`src/rtl/gpr_wb_ctrl_if.sv`:
```
// Result-producer write-request bus: one valid/ready/rd/data lane per requester.
// The controller takes the slave side; producers (or a bench) take the master side.
interface gpr_wb_ctrl_if #(
  parameter int NREQ = 3
);
  logic [NREQ-1:0]    req_valid;
  logic [NREQ-1:0]    req_ready;
  logic [5*NREQ-1:0]  req_rd;
  logic [32*NREQ-1:0] req_data;

  modport master (
    output req_valid,
    output req_rd,
    output req_data,
    input  req_ready
  );

  modport slave (
    input  req_valid,
    input  req_rd,
    input  req_data,
    output req_ready
  );
endinterface

```
`src/rtl/gpr_wb_ctrl.sv`:
```
// Register-file write-back arbiter (ALU fixed priority, others round-robin)
// with a pending-write scoreboard for issue-stage operand stalls.
module gpr_wb_ctrl #(
  parameter int NREQ = 3
) (
  input  logic               clk,
  input  logic               rst,
  gpr_wb_ctrl_if.slave       bus,
  output logic               wb_we,
  output logic [4:0]         wb_rd,
  output logic [31:0]        wb_data,
  input  logic               sb_set,
  input  logic [4:0]         sb_set_rd,
  input  logic [4:0]         rs1,
  input  logic [4:0]         rs2,
  output logic               rs1_busy,
  output logic               rs2_busy,
  output logic               idle
);

  localparam int NU  = NREQ - 1;
  localparam int RRW = (NREQ > 2) ? $clog2(NREQ) : 1;

  logic [RRW-1:0]  rr_reg, rr_next;
  logic [31:0]     busy_reg, busy_next;
  logic            wb_we_reg;
  logic [4:0]      wb_rd_reg;
  logic [31:0]     wb_data_reg;

  logic [NREQ-1:0] grant;
  logic            found;
  int              idx;
  logic [4:0]      sel_rd;
  logic [31:0]     sel_data;

  logic [4:0]      rd_arr   [NREQ];
  logic [31:0]     data_arr [NREQ];

  for (genvar gi = 0; gi < NREQ; gi++) begin : g_split
    assign rd_arr[gi]   = bus.req_rd[5*gi +: 5];
    assign data_arr[gi] = bus.req_data[32*gi +: 32];
  end

  // Search order for the multi-cycle units is rr, rr+1, ... wrapping NU -> 1.
  always_comb begin
    grant   = '0;
    rr_next = rr_reg;
    found   = 1'b0;
    idx     = 0;
    if (bus.req_valid[0]) begin
      grant[0] = 1'b1;
    end else begin
      for (int off = 0; off < NU; off++) begin
        idx = int'(rr_reg) + off;
        if (idx > NU) idx = idx - NU;
        if (!found && bus.req_valid[idx]) begin
          found      = 1'b1;
          grant[idx] = 1'b1;
          rr_next    = (idx == NU) ? RRW'(1) : RRW'(idx + 1);
        end
      end
    end
  end

  always_comb begin
    sel_rd   = '0;
    sel_data = '0;
    for (int i = 0; i < NREQ; i++) begin
      if (grant[i]) begin
        sel_rd   = rd_arr[i];
        sel_data = data_arr[i];
      end
    end
  end

  // Set is applied after clear so a same-edge re-dispatch keeps the bit.
  always_comb begin
    busy_next = busy_reg;
    if (wb_we_reg) busy_next[wb_rd_reg] = 1'b0;
    if (sb_set && (sb_set_rd != 5'd0)) busy_next[sb_set_rd] = 1'b1;
    busy_next[0] = 1'b0;
  end

  always_ff @(posedge clk or negedge rst) begin
    if (!rst) begin
      rr_reg      <= RRW'(1);
      busy_reg    <= '0;
      wb_we_reg   <= 1'b0;
      wb_rd_reg   <= '0;
      wb_data_reg <= '0;
    end else begin
      rr_reg    <= rr_next;
      busy_reg  <= busy_next;
      wb_we_reg <= (|grant) && (sel_rd != 5'd0);
      if (|grant) begin
        wb_rd_reg   <= sel_rd;
        wb_data_reg <= sel_data;
      end
    end
  end

  assign bus.req_ready = rst ? grant : '0;

  assign wb_we   = wb_we_reg;
  assign wb_rd   = wb_rd_reg;
  assign wb_data = wb_data_reg;

  // The register file forwards the in-flight write, so that cycle need not stall.
  assign rs1_busy = busy_reg[rs1] && !(wb_we_reg && (wb_rd_reg == rs1));
  assign rs2_busy = busy_reg[rs2] && !(wb_we_reg && (wb_rd_reg == rs2));
  assign idle     = (busy_reg == 32'd0) && !wb_we_reg;

endmodule

```
`src/flat_wrapper.sv`:
```
// flat-port wrapper written by rule: the top's interface ports become plain ports
module gpr_wb_ctrl_flat 
#(
  parameter int NREQ = 3
)
  (clk, rst, wb_we, wb_rd, wb_data, sb_set, sb_set_rd, rs1, rs2, rs1_busy, rs2_busy, idle, bus_req_valid, bus_req_rd, bus_req_data, bus_req_ready);
  gpr_wb_ctrl_if #(.NREQ(NREQ)) bus_i ();
  input  logic clk;
  input  logic rst;
  output logic wb_we;
  output logic [4:0] wb_rd;
  output logic [31:0] wb_data;
  input  logic sb_set;
  input  logic [4:0] sb_set_rd;
  input  logic [4:0] rs1;
  input  logic [4:0] rs2;
  output logic rs1_busy;
  output logic rs2_busy;
  output logic idle;
  input wire logic [$bits(bus_i.req_valid)-1:0] bus_req_valid;
  input wire logic [$bits(bus_i.req_rd)-1:0] bus_req_rd;
  input wire logic [$bits(bus_i.req_data)-1:0] bus_req_data;
  output wire logic [$bits(bus_i.req_ready)-1:0] bus_req_ready;
  assign bus_i.req_valid = bus_req_valid;
  assign bus_i.req_rd = bus_req_rd;
  assign bus_i.req_data = bus_req_data;
  assign bus_req_ready = bus_i.req_ready;
  gpr_wb_ctrl #(.NREQ(NREQ)) u_core (.clk(clk), .rst(rst), .bus(bus_i), .wb_we(wb_we), .wb_rd(wb_rd), .wb_data(wb_data), .sb_set(sb_set), .sb_set_rd(sb_set_rd), .rs1(rs1), .rs2(rs2), .rs1_busy(rs1_busy), .rs2_busy(rs2_busy), .idle(idle));
endmodule
```
`config.mk`:
```
export PLATFORM = sky130hd
export DESIGN_NAME = gpr_wb_ctrl_flat
export DESIGN_NICKNAME = d
export VERILOG_FILES = /design/src/rtl/gpr_wb_ctrl_if.sv /design/src/rtl/gpr_wb_ctrl.sv /design/src/flat_wrapper.sv
export SDC_FILE = /design/constraint.sdc
export NUM_CORES = 1
export LEC_CHECK = 0
export BUFFER_PORTS_ARGS = -buffer_cell sky130_fd_sc_hd__buf_2
export CORE_UTILIZATION = 54
export CTS_CLUSTER_DIAMETER = 200
export DETAILED_ROUTE_END_ITERATION = 10
export PLACE_DENSITY_LB_ADDON = 0.12
export SLEW_MARGIN = 20
export SYNTH_ARGS = -nofsm -noshare
export SYNTH_HDL_FRONTEND = slang
export SYNTH_SLANG_ARGS = --single-unit
```
`constraint.sdc`:
```
create_clock -name clk -period 4.4 [get_ports clk]
set_input_delay 0.22 -clock clk [delete_from_list [all_inputs] [get_ports clk]]
set_output_delay 0.22 -clock clk [all_outputs]
set_load 0.01 [all_outputs]
```
==> results.sh, run 1 <==
export IMPL_cellPowerDensity_nw_per_um2=645.0
export IMPL_worstPathRequired_ns=4.18
export IMPL_setup_viol=0
export IMPL_post_cts_setup_buffers=0
export IMPL_cp_data_arrival_time_ns=3.42
export IMPL_core_um2=8175
export IMPL_crit_path_end_kind="output pin"
export IMPL_final_hold_worst_slack_ns=-0.01441
export IMPL_drive_above_1_share_pct=41.69
export IMPL_crit_path_max_fanout=23
export IMPL_design_die_area_um2=8817
export IMPL_finalHoldViolations=8
export IMPL_avgRoutedWirePerCell_um=18.29
export IMPL_final_max_tran_viols=0
export IMPL_grt_setup_unrepaired="no"
export IMPL_cts_repair_resized=0
export IMPL_area_growth_pct=22.50
export IMPL_worst_pin_slew_ns=0.9627
export IMPL_vias=4372
export IMPL_pin_count_of_the_biggest_net_entering_global_routing=75
export IMPL_cts_clk_slew_worst_paths_ns=0.08
export IMPL_final_setup_tns_ns=0
export IMPL_insertedDiodeCount=0
export IMPL_synthesis_nets=591
export IMPL_run_status="complete, but fails checks"
export IMPL_synthesis_yosys_warnings=0
export IMPL_tritoncts_buffer_count=9
export IMPL_global_route_usage_total_pct=30.79
export IMPL_detail_route_drc_violations=0
export IMPL_yosysUniqueCellTypes=52
export IMPL_final_min_period_over_clock_period_pct=82.69
export IMPL_clock_insertion_delay_worst_skew_ns=0.35
export IMPL_finalPower_mw=3.604
export IMPL_tritoncts="done"
export IMPL_dp_hpwl_um=9623
export IMPL_io_pins=176
export IMPL_cts_htree_levels=3
export IMPL_final_common_cell="buf_2"
export IMPL_timing_max_cap_violations=0
export IMPL_postSynth_topFlopCell="dfrtp_1"
export IMPL_worstSetupStartpoint="u_core.rr_reg[0]$_DFFE_PN1P_"
export IMPL_drtIter0Drc=207
export IMPL_yosys_register_bits=71
export IMPL_first_pass_grt_wire_length_um=20730
export IMPL_drt_pass1_iter_count=6
export IMPL_final_nets=750
export IMPL_die_width_um=93.90
export IMPL_post_synth_cell_area_avg_um2=10.13
export IMPL_worstReg2RegStart="u_core.rr_reg[0]$_DFFE_PN1P_"
export IMPL_setup_worst_path_class="reg2out"
export IMPL_timing_hold_worst_class="in2async"
export IMPL_synth_edff_count=0
export IMPL_failed_checks="negative hold slack"
export IMPL_routed_antenna_nets=0
export IMPL_largest_register_ff_count=32
export IMPL_ctsLongestPathBuffers=2
export IMPL_mostFrequentLayoutCells="buf_2, dfrtp_1, o21ai_0"
export IMPL_gp_congestion=0.9557
export IMPL_share_of_async_settable_or_async_resettable_flops_after_synthesis_pct=100.0
export IMPL_syn_area_um2=4561
export IMPL_relSlewSlack_pct=35.82
export IMPL_synth_sequential_area_ratio_pct=38.98
export IMPL_period_minus_slack_ns=3.639
export IMPL_io_buffers=175
export IMPL_ctsHoldBuffers=0
export IMPL_leakage_nw=2.458
export IMPL_syn_instance_count=450
export IMPL_max_freq_mhz=274.8
export IMPL_die_height_um=93.90
export IMPL_finalClockSkew_ns=0.008659
export IMPL_worst_setup_start_kind="flip-flop"
export IMPL_start_util_pct=55.79
export IMPL_clock_tree_root_cell="clkbuf_8"
export IMPL_grt_overflow_total=0
export IMPL_via_per_inst=6.081
export IMPL_clkSinkCount=71
export IMPL_vdd_drop_max_mv=0.3086
export IMPL_vias_in_the_first_global_route=4184
export IMPL_utilization_pct=68.33
export IMPL_fp_row_count=33
export IMPL_final_wirelength_um=13150
export IMPL_initial_antenna_violation_count=0
[kinds of logic (layout without fill, tap and decap cells)]
group,after synthesis,in the layout,synth area share [%]
mux,23,23,10.04
fa+ha+maj,9,9,2.469
flops,71,71,38.99
buf+inv,33,197,4.060
compound gates,163,163,26.80
simple gates,141,141,15.72
xor+xnor,10,10,1.921
[final cells by class]
type                       instances  area (um2)
multi-input combinational        346        2600
fill                             687        2589
sequential                        71        1778
timing repair buffer             178       900.9
tap                              105       131.4
clock buffer                      10       127.6
clock inverter                     6       37.54
inverter                           3       11.26
[final timing paths]
check / endpoint / slack [ns] / cells past startpoint
setup reg to reg: u_core.wb_we$_DFF_PN0_ / 1.16 / 7
setup / recovery: bus_req_ready[2] / 0.76 / 8
hold / removal: u_core.busy_reg[2]$_DFF_PN0_ / -0.01 / 1
min in group clk: u_core.wb_data[21]$_DFFE_PN0P_ / 0.12 / 3
max in group asynchronous: u_core.wb_data[6]$_DFFE_PN0P_ / 3.81 / 1
hold reg to reg: u_core.wb_data[21]$_DFFE_PN0P_ / 0.48 / 2
[synth_stat cells (2+ instances only)]
library cell  instances  share of area [%]
clkbuf_1             14                1.2
mux2i_1               3               0.66
inv_1                 3               0.25
nand2_1              44                3.6
mux4_2               18                8.9
or3_1                 3               0.41
a22oi_1               4               0.66
nand3_1               7               0.77
nand3b_1             12                2.0
nor4_1               10                1.4
ha_1                  9                2.5
a31oi_1               6               0.82
o21ai_0              69                7.6
a21o_1                3               0.49
buf_6                 5                1.2
nor2_1               42                3.5
xnor2_1               2               0.38
mux2_2                2               0.49
buf_2                 7               0.77
nor2b_1               2               0.27
xor2_1                8                1.5
nand4_1               2               0.27
a221oi_2             28                9.2
dfrtp_1              70                 38
o211ai_1              2               0.33
and2_1                6               0.82
buf_4                 4               0.66
or3b_2                5               0.96
a221oi_1              4               0.77
o21ai_1              34                3.7
[power breakdown]
group / leakage [nW] / internal (mW) / switching [mW]
logic: 1.55 / 0.826 / 0.995
registers: 0.834 / 0.985 / 0.340
clock network: 0.0781 / 0.202 / 0.255
total: 2.46 / 2.01 / 1.59
[layer usage]
| metal | share of wire, % | global-route usage (%) | vias to the layer above |
|---|---|---|---|
| li1 | - | - | 2028 |
| met1 | 40 | 39.55 | 2095 |
| met2 | 51 | 51.64 | 227 |
| met3 | 7.5 | 6.634 | 22 |
| met4 | 1.5 | 10.13 | 0 |
| met5 | 0 | 0 | - |
[critical path: stages (launching register included)]
cell and delay [ns]:
dfstp_2 0.69, inv_1 0.16, ha_1 0.29, mux2i_1 0.17, o21ai_0 0.39, a32o_2 0.68, buf_4 0.39, and2_1 0.16
buf_2 0.12
[per-stage QoR]
step | instance area, um2 | setup WS, ns | hold WS, ns | cells
after floorplan | 4561 | 1.814 | -0.07559 | 450
after global placement | 5421 | 1.289 | 0.4037 | 703
after detailed placement | 5421 | 1.168 | 0.4242 | 703
after CTS | 5587 | 0.7742 | 0.03734 | 719
after global routing | 5587 | 0.5470 | 0.06300 | 719
final | 5587 | 0.7614 | -0.01441 | 719
No activity file was read; power rests on OpenSTA's default activity.
==> run 2, diff against run 1 <==
ABC_AREA = 1   (was not set)
CORE_UTILIZATION = 45   (was 54)
clock period = 3.1 ns   (was 4.4 ns; I/O delays follow)
==> results.sh, run 2 <==
export IMPL_postSynth_topFlopCell="dfrtp_1"
export IMPL_detailedPlace_worstSlack_ns=0.2825
export IMPL_share_of_async_settable_or_async_resettable_flops_after_synthesis_pct=100.0
export IMPL_synth_cells_most_frequent="nand2_1, nand3_1, o21ai_0"
export IMPL_hold_path_startpoint="bus_req_data[79]"
export IMPL_post_synth_cell_area_avg_um2=7.541
export IMPL_initial_antenna_violation_count=0
export IMPL_final_nets=925
export IMPL_clock_insertion_delay_worst_skew_ns=0.35
export IMPL_crit_path_max_fanout=36
export IMPL_drt_pass1_iter_count=7
export IMPL_register_area_um2=1778
export IMPL_post_synth_xor_area_fraction_pct=0
export IMPL_drive_above_1_share_pct=28.64
export IMPL_setup_viol=0
export IMPL_final_min_period_over_clock_period_pct=90.96
export IMPL_vdd_drop_max_mv=0.4048
export IMPL_synth_sequential_area_ratio_pct=37.78
export IMPL_total_area_of_multi_input_combinational_cells_um2=2590
export IMPL_die_height_um=104.3
export IMPL_reg2regPathDepth=14
export IMPL_yosysUniqueCellTypes=36
export IMPL_synth_top_cells_by_area="dfrtp_1, nand3_1, nand2_1"
export IMPL_period_minus_slack_ns=2.820
export IMPL_worst_pin_slew_ns=0.6427
export IMPL_timing_max_cap_violations=0
export IMPL_finalNonFillerCells=922
export IMPL_gp_congestion=0.9857
export IMPL_area_growth_pct=24.22
export IMPL_synthMostInstantiatedCell="nand2_1"
export IMPL_run_status="finished clean"
export IMPL_worstHoldEndpoint="u_core.wb_data[15]$_DFFE_PN0P_"
export IMPL_routed_antenna_nets=0
export IMPL_max_freq_mhz=354.6
export IMPL_syn_area_um2=4706
export IMPL_drtIter0Drc=378
export IMPL_fp_row_count=36
export IMPL_final_max_tran_viols=0
export IMPL_cellPowerDensity_nw_per_um2=902.0
export IMPL_netlist_top_cell_by_area="dfrtp_1"
export IMPL_tritoncts_buffer_count=9
export IMPL_cp_data_arrival_time_ns=3.04
export IMPL_relSlewSlack_pct=57.15
export IMPL_yosys_register_bits=71
export IMPL_mux_contribution_to_synthesized_area_pct=0
export IMPL_global_route_usage_total_pct=27.63
export IMPL_cts_htree_levels=3
export IMPL_grt_overflow_total=0
export IMPL_gr_met3_demand_resource_pct=4.386
export IMPL_placedCellCount=905
export IMPL_largest_register_ff_count=32
export IMPL_setup_worst_path_class="reg2reg"
export IMPL_detail_route_drc_violations=0
export IMPL_grt_use_met1_pct=33.37
export IMPL_grt_setup_unrepaired="no"
export IMPL_worstPathRequired_ns=3.32
export IMPL_clkSinkCount=71
export IMPL_die_width_um=104.3
export IMPL_post_synth_and_or_nand_nor_area_fraction_pct=28.85
export IMPL_pin_count_of_the_biggest_net_entering_global_routing=54
export IMPL_worst_setup_start_kind="flip-flop"
export IMPL_final_wirelength_um=15240
export IMPL_synth_edff_count=0
export IMPL_synthesis_nets=765
export IMPL_first_pass_grt_wire_length_um=24130
export IMPL_io_pins=176
export IMPL_post_synth_fa_ha_maj_area_fraction_pct=2.393
export IMPL_finalClockSkew_ns=0.008050
export IMPL_synthesis_yosys_warnings=0
export IMPL_io_buffers=175
export IMPL_layout_filler_cells=943
export IMPL_vias_in_the_first_global_route=4957
export IMPL_synth_largest_type_area_fraction_pct=37.22
export IMPL_finalHoldViolations=0
export IMPL_core_um2=9955
export IMPL_combinational_family_with_the_most_area_after_synthesis="simple AND/OR/NAND/NOR gates"
export IMPL_insertedDiodeCount=0
export IMPL_design_die_area_um2=10870
export IMPL_avgRoutedWirePerCell_um=16.53
export IMPL_synth_compound_gate_area_share_pct=23.80
export IMPL_worst_slack_setup_final_ns=0.2801
export IMPL_timing_hold_worst_class="in2reg"
export IMPL_start_util_pct=47.27
export IMPL_ctsHoldBuffers=1
export IMPL_final_common_cell="buf_2"
export IMPL_cts_clk_slew_worst_paths_ns=0.08
export IMPL_via_per_inst=5.779
export IMPL_syn_instance_count=624
export IMPL_post_cts_setup_buffers=0
export IMPL_worst_hold_path_num_cells=3
export IMPL_clock_tree_root_cell="clkbuf_8"
export IMPL_final_setup_tns_ns=0
export IMPL_tritoncts="done"
export IMPL_mostFrequentLayoutCells="buf_2, nand2_1, nand3_1"
export IMPL_worstReg2RegStart="u_core.rr_reg[0]$_DFFE_PN1P_"
export IMPL_finalPower_mw=5.273
export IMPL_critical_register_to_register_path_endpoint="u_core.wb_we$_DFF_PN0_"
export IMPL_ctsLongestPathBuffers=2
export IMPL_vias=5328
export IMPL_crit_path_end_kind="flip-flop"
export IMPL_global_route_peak_usage_layer="met2"
export IMPL_leakage_nw=2.896
export IMPL_dp_hpwl_um=11580
export IMPL_grt_use_met2_pct=48.01
export IMPL_cts_repair_resized=0
export IMPL_r2r_slack_ns=0.28
## run 2: final cells by class
cell class / instances / share of cell area [%]
clock buffer: 11 / 2.590
clock inverter: 5 / 1.348
inverter: 37 / 2.440
multi-input combinational: 482 / 44.31
sequential: 71 / 30.42
tap: 133 / 2.847
timing repair buffer: 183 / 16.05
## run 2: through the flow
stage / hold WS [ns] / area [um2] / util, %
4_1_cts: 0.0003365 / 5846 / 58.72
3_3_place_gp: 0.1443 / 5605 / 56.31
2_1_floorplan: -0.1406 / 4706 / -
3_5_place_dp: 0.1406 / 5605 / 56.31
5_1_grt: 0.01804 / 5846 / 58.72
6_report: 0.01583 / 5846 / 58.72
## run 2: per-layer routing
metal | up-vias | wire length, um
met1 | 2475 | 5953
met4 | 0 | 357
met5 | - | 0
met2 | 283 | 7755
met3 | 34 | 1174
li1 | 2536 | -
## run 2: where the power goes
group / switching, mW / internal (mW)
clock: 0.359 / 0.497
sequential: 0.470 / 1.41
combinational: 1.59 / 0.950
total: 2.42 / 2.85
## run 2: how the worst max path moves through the flow
stage / start / cells past startpoint / endpoint / slack (ns)
2_1_floorplan: u_core.rr_reg[0]$_DFFE_PN1P_ / 11 / u_core.wb_data[12]$_DFFE_PN0P_ / 1.04
3_3_place_gp: u_core.rr_reg[0]$_DFFE_PN1P_ / 14 / u_core.wb_we$_DFF_PN0_ / 0.38
3_5_place_dp: u_core.rr_reg[0]$_DFFE_PN1P_ / 14 / u_core.wb_we$_DFF_PN0_ / 0.28
4_1_cts: u_core.rr_reg[0]$_DFFE_PN1P_ / 14 / u_core.wb_we$_DFF_PN0_ / 0.26
5_1_grt: u_core.rr_reg[0]$_DFFE_PN1P_ / 14 / u_core.wb_we$_DFF_PN0_ / 0.03
6_report: u_core.rr_reg[0]$_DFFE_PN1P_ / 14 / u_core.wb_we$_DFF_PN0_ / 0.28
## run 2: cells by family (layout without fill, tap and decap cells)
logic type      Yosys count  after routing
simple gates            292            292
compound gates          181            181
flops                    71             71
buf+inv                  71            236
fa+ha+maj                 9              9
## run 2: critical path: stages (launching register included)
cell and delay [ns]:
dfstp_2 0.66, inv_2 0.12, ha_1 0.23, inv_1 0.08, nand3_2 0.08, nand2_2 0.11
inv_4 0.07, nand2_4 0.07, o21ai_2 0.07, nand2_4 0.24, clkinv_2 0.50, nand2_1 0.22
nand2_1 0.07, nor2_1 0.10, nand3_1 0.07
==> run 3, diff against run 2 <==
CORE_UTILIZATION = 50   (was 45)
clock period = 3.2 ns   (was 3.1 ns; I/O delays follow)
==> results.sh, run 3 (same netlist as run 2, synthesis figures left out) <==
export IMPL_vias=5305
export IMPL_routed_antenna_nets=0
export IMPL_worstPathRequired_ns=3.42
export IMPL_io_pins=176
export IMPL_initial_antenna_violation_count=0
export IMPL_final_max_tran_viols=0
export IMPL_power_share_sequential_pct=36.1
export IMPL_post_cts_setup_buffers=0
export IMPL_ctsHoldBuffers=0
export IMPL_drive_above_1_share_pct=28.68
export IMPL_finalClockSkew_ns=0.009959
export IMPL_grt_overflow_total=0
export IMPL_run_status="finished clean"
export IMPL_avgRoutedWirePerCell_um=16.65
export IMPL_area_growth_pct=23.00
export IMPL_final_wirelength_um=14970
export IMPL_fp_row_count=35
export IMPL_cell_internal_pwr_mw=2.651
export IMPL_cts_clk_slew_worst_paths_ns=0.08
export IMPL_drt_pass1_iter_count=5
export IMPL_finalInstanceArea_um2=5788
export IMPL_power_share_clock_pct=14.4
export IMPL_timing_max_cap_violations=0
export IMPL_clkSinkCount=71
export IMPL_period_minus_slack_ns=2.632
export IMPL_die_height_um=99.02
export IMPL_finalPower_mw=4.995
export IMPL_via_per_inst=5.901
export IMPL_worst_pin_slew_ns=0.8911
export IMPL_finalHoldViolations=0
export IMPL_die_width_um=99.02
export IMPL_pin_count_of_the_biggest_net_entering_global_routing=72
export IMPL_first_pass_grt_wire_length_um=23980
export IMPL_cp_data_arrival_time_ns=2.86
export IMPL_tritoncts="done"
export IMPL_setup_viol=0
export IMPL_combPwrFrac_pct=49.6
export IMPL_final_setup_tns_ns=0
export IMPL_tritoncts_buffer_count=9
export IMPL_timing_hold_worst_class="in2reg"
export IMPL_core_um2=9196
export IMPL_worst_setup_start_kind="flip-flop"
export IMPL_cellPowerDensity_nw_per_um2=863.1
export IMPL_design_die_area_um2=9804
export IMPL_grt_setup_unrepaired="no"
export IMPL_leakage_nw=2.878
export IMPL_vdd_drop_max_mv=0.3784
export IMPL_final_common_cell="buf_2"
export IMPL_io_buffers=175
export IMPL_vias_in_the_first_global_route=4932
export IMPL_setup_worst_path_class="reg2reg"
export IMPL_placed_area_um2=5590
export IMPL_drtIter0Drc=379
export IMPL_ctsLongestPathBuffers=2
export IMPL_start_util_pct=51.17
export IMPL_crit_path_max_fanout=26
export IMPL_cts_repair_resized=0
export IMPL_gp_congestion=0.9579
export IMPL_relSlewSlack_pct=40.60
export IMPL_total_switching_power_mw=2.344
export IMPL_final_min_period_over_clock_period_pct=82.25
export IMPL_mostFrequentLayoutCells="buf_2, nand2_1, nand3_1"
export IMPL_max_freq_mhz=380.0
export IMPL_detail_route_drc_violations=0
export IMPL_global_route_usage_total_pct=31.03
export IMPL_clock_tree_root_cell="clkbuf_8"
export IMPL_cts_htree_levels=3
export IMPL_largest_register_ff_count=32
export IMPL_insertedDiodeCount=0
export IMPL_final_nets=924
export IMPL_clock_insertion_delay_worst_skew_ns=0.34
export IMPL_dp_hpwl_um=11320
export IMPL_power_share_switching_pct=46.93
export IMPL_crit_path_end_kind="flip-flop"
run 3: routing by layer:
layer	GRT usage, %	share of wire, %	vias up
li1	-	-	2537
met1	38.29	40	2466
met2	53.09	50	263
met3	5.177	7.4	39
met4	14.47	2.9	0
met5	0	0	-
run 3: metrics by stage:
stage / hold WS [ns] / std cells / worst slack (ns) / util, %
2_1_floorplan: -0.1356 / 624 / 1.135 / -
6_report: 0.02744 / 899 / 0.5681 / 62.94
3_3_place_gp: 0.3787 / 883 / 0.6282 / 60.79
4_1_cts: 0.01560 / 899 / 0.5581 / 62.94
5_1_grt: 0.02119 / 899 / 0.2872 / 62.94
3_5_place_dp: 0.3820 / 883 / 0.5742 / 60.79
run 3: final timing paths:
kind                                               start                        endpoint  slack (ns)  cells past startpoint
max in group asynchronous                            rst   u_core.busy_reg[11]$_DFF_PN0_        2.52                      2
max                         u_core.rr_reg[0]$_DFFE_PN1P_          u_core.wb_we$_DFF_PN0_        0.57                     15
min reg2reg                u_core.wb_data[3]$_DFFE_PN0P_   u_core.wb_data[3]$_DFFE_PN0P_        0.53                      2
min in group asynchronous                            rst   u_core.busy_reg[21]$_DFF_PN0_        0.10                      2
min                                     bus_req_data[82]  u_core.wb_data[18]$_DFFE_PN0P_        0.03                      3
max reg2reg                 u_core.rr_reg[0]$_DFFE_PN1P_          u_core.wb_we$_DFF_PN0_        0.57                     15
run 3: final cells by class:
class                           count  area [um2]
Fill cell                         883        3408
Multi-Input combinational cell    482        2590
Sequential cell                    71        1778
Timing Repair Buffer              182       940.9
Inverter                           37       142.6
Tap cell                          111       138.9
Clock buffer                        9       123.9
Clock inverter                      7       73.82
run 3: power by group through the flow:
stage | clock (mW) | sequential [mW] | combinational (mW)
finish | 0.718 | 1.80 | 2.48
global route | 0.775 | 1.87 | 2.77
CTS | 0.728 | 1.79 | 2.47
detailed placement | 0 | 1.80 | 2.46
global placement | 0 | 1.78 | 2.41
floorplan | 0 | 1.78 | 1.66
run 3: worst max-delay path, cell delays in order, from the launching register on:
cell and delay (ns):
dfstp_2 0.65, inv_2 0.12, ha_1 0.22, inv_1 0.08, nand3_2 0.08, nand2_2 0.11
inv_4 0.06, nand3_1 0.10, nand2_2 0.32, buf_4 0.32, nand2_1 0.08, nand2_1 0.05
nand3_1 0.09, nand2_1 0.06, nor2_1 0.10, nand3_1 0.07
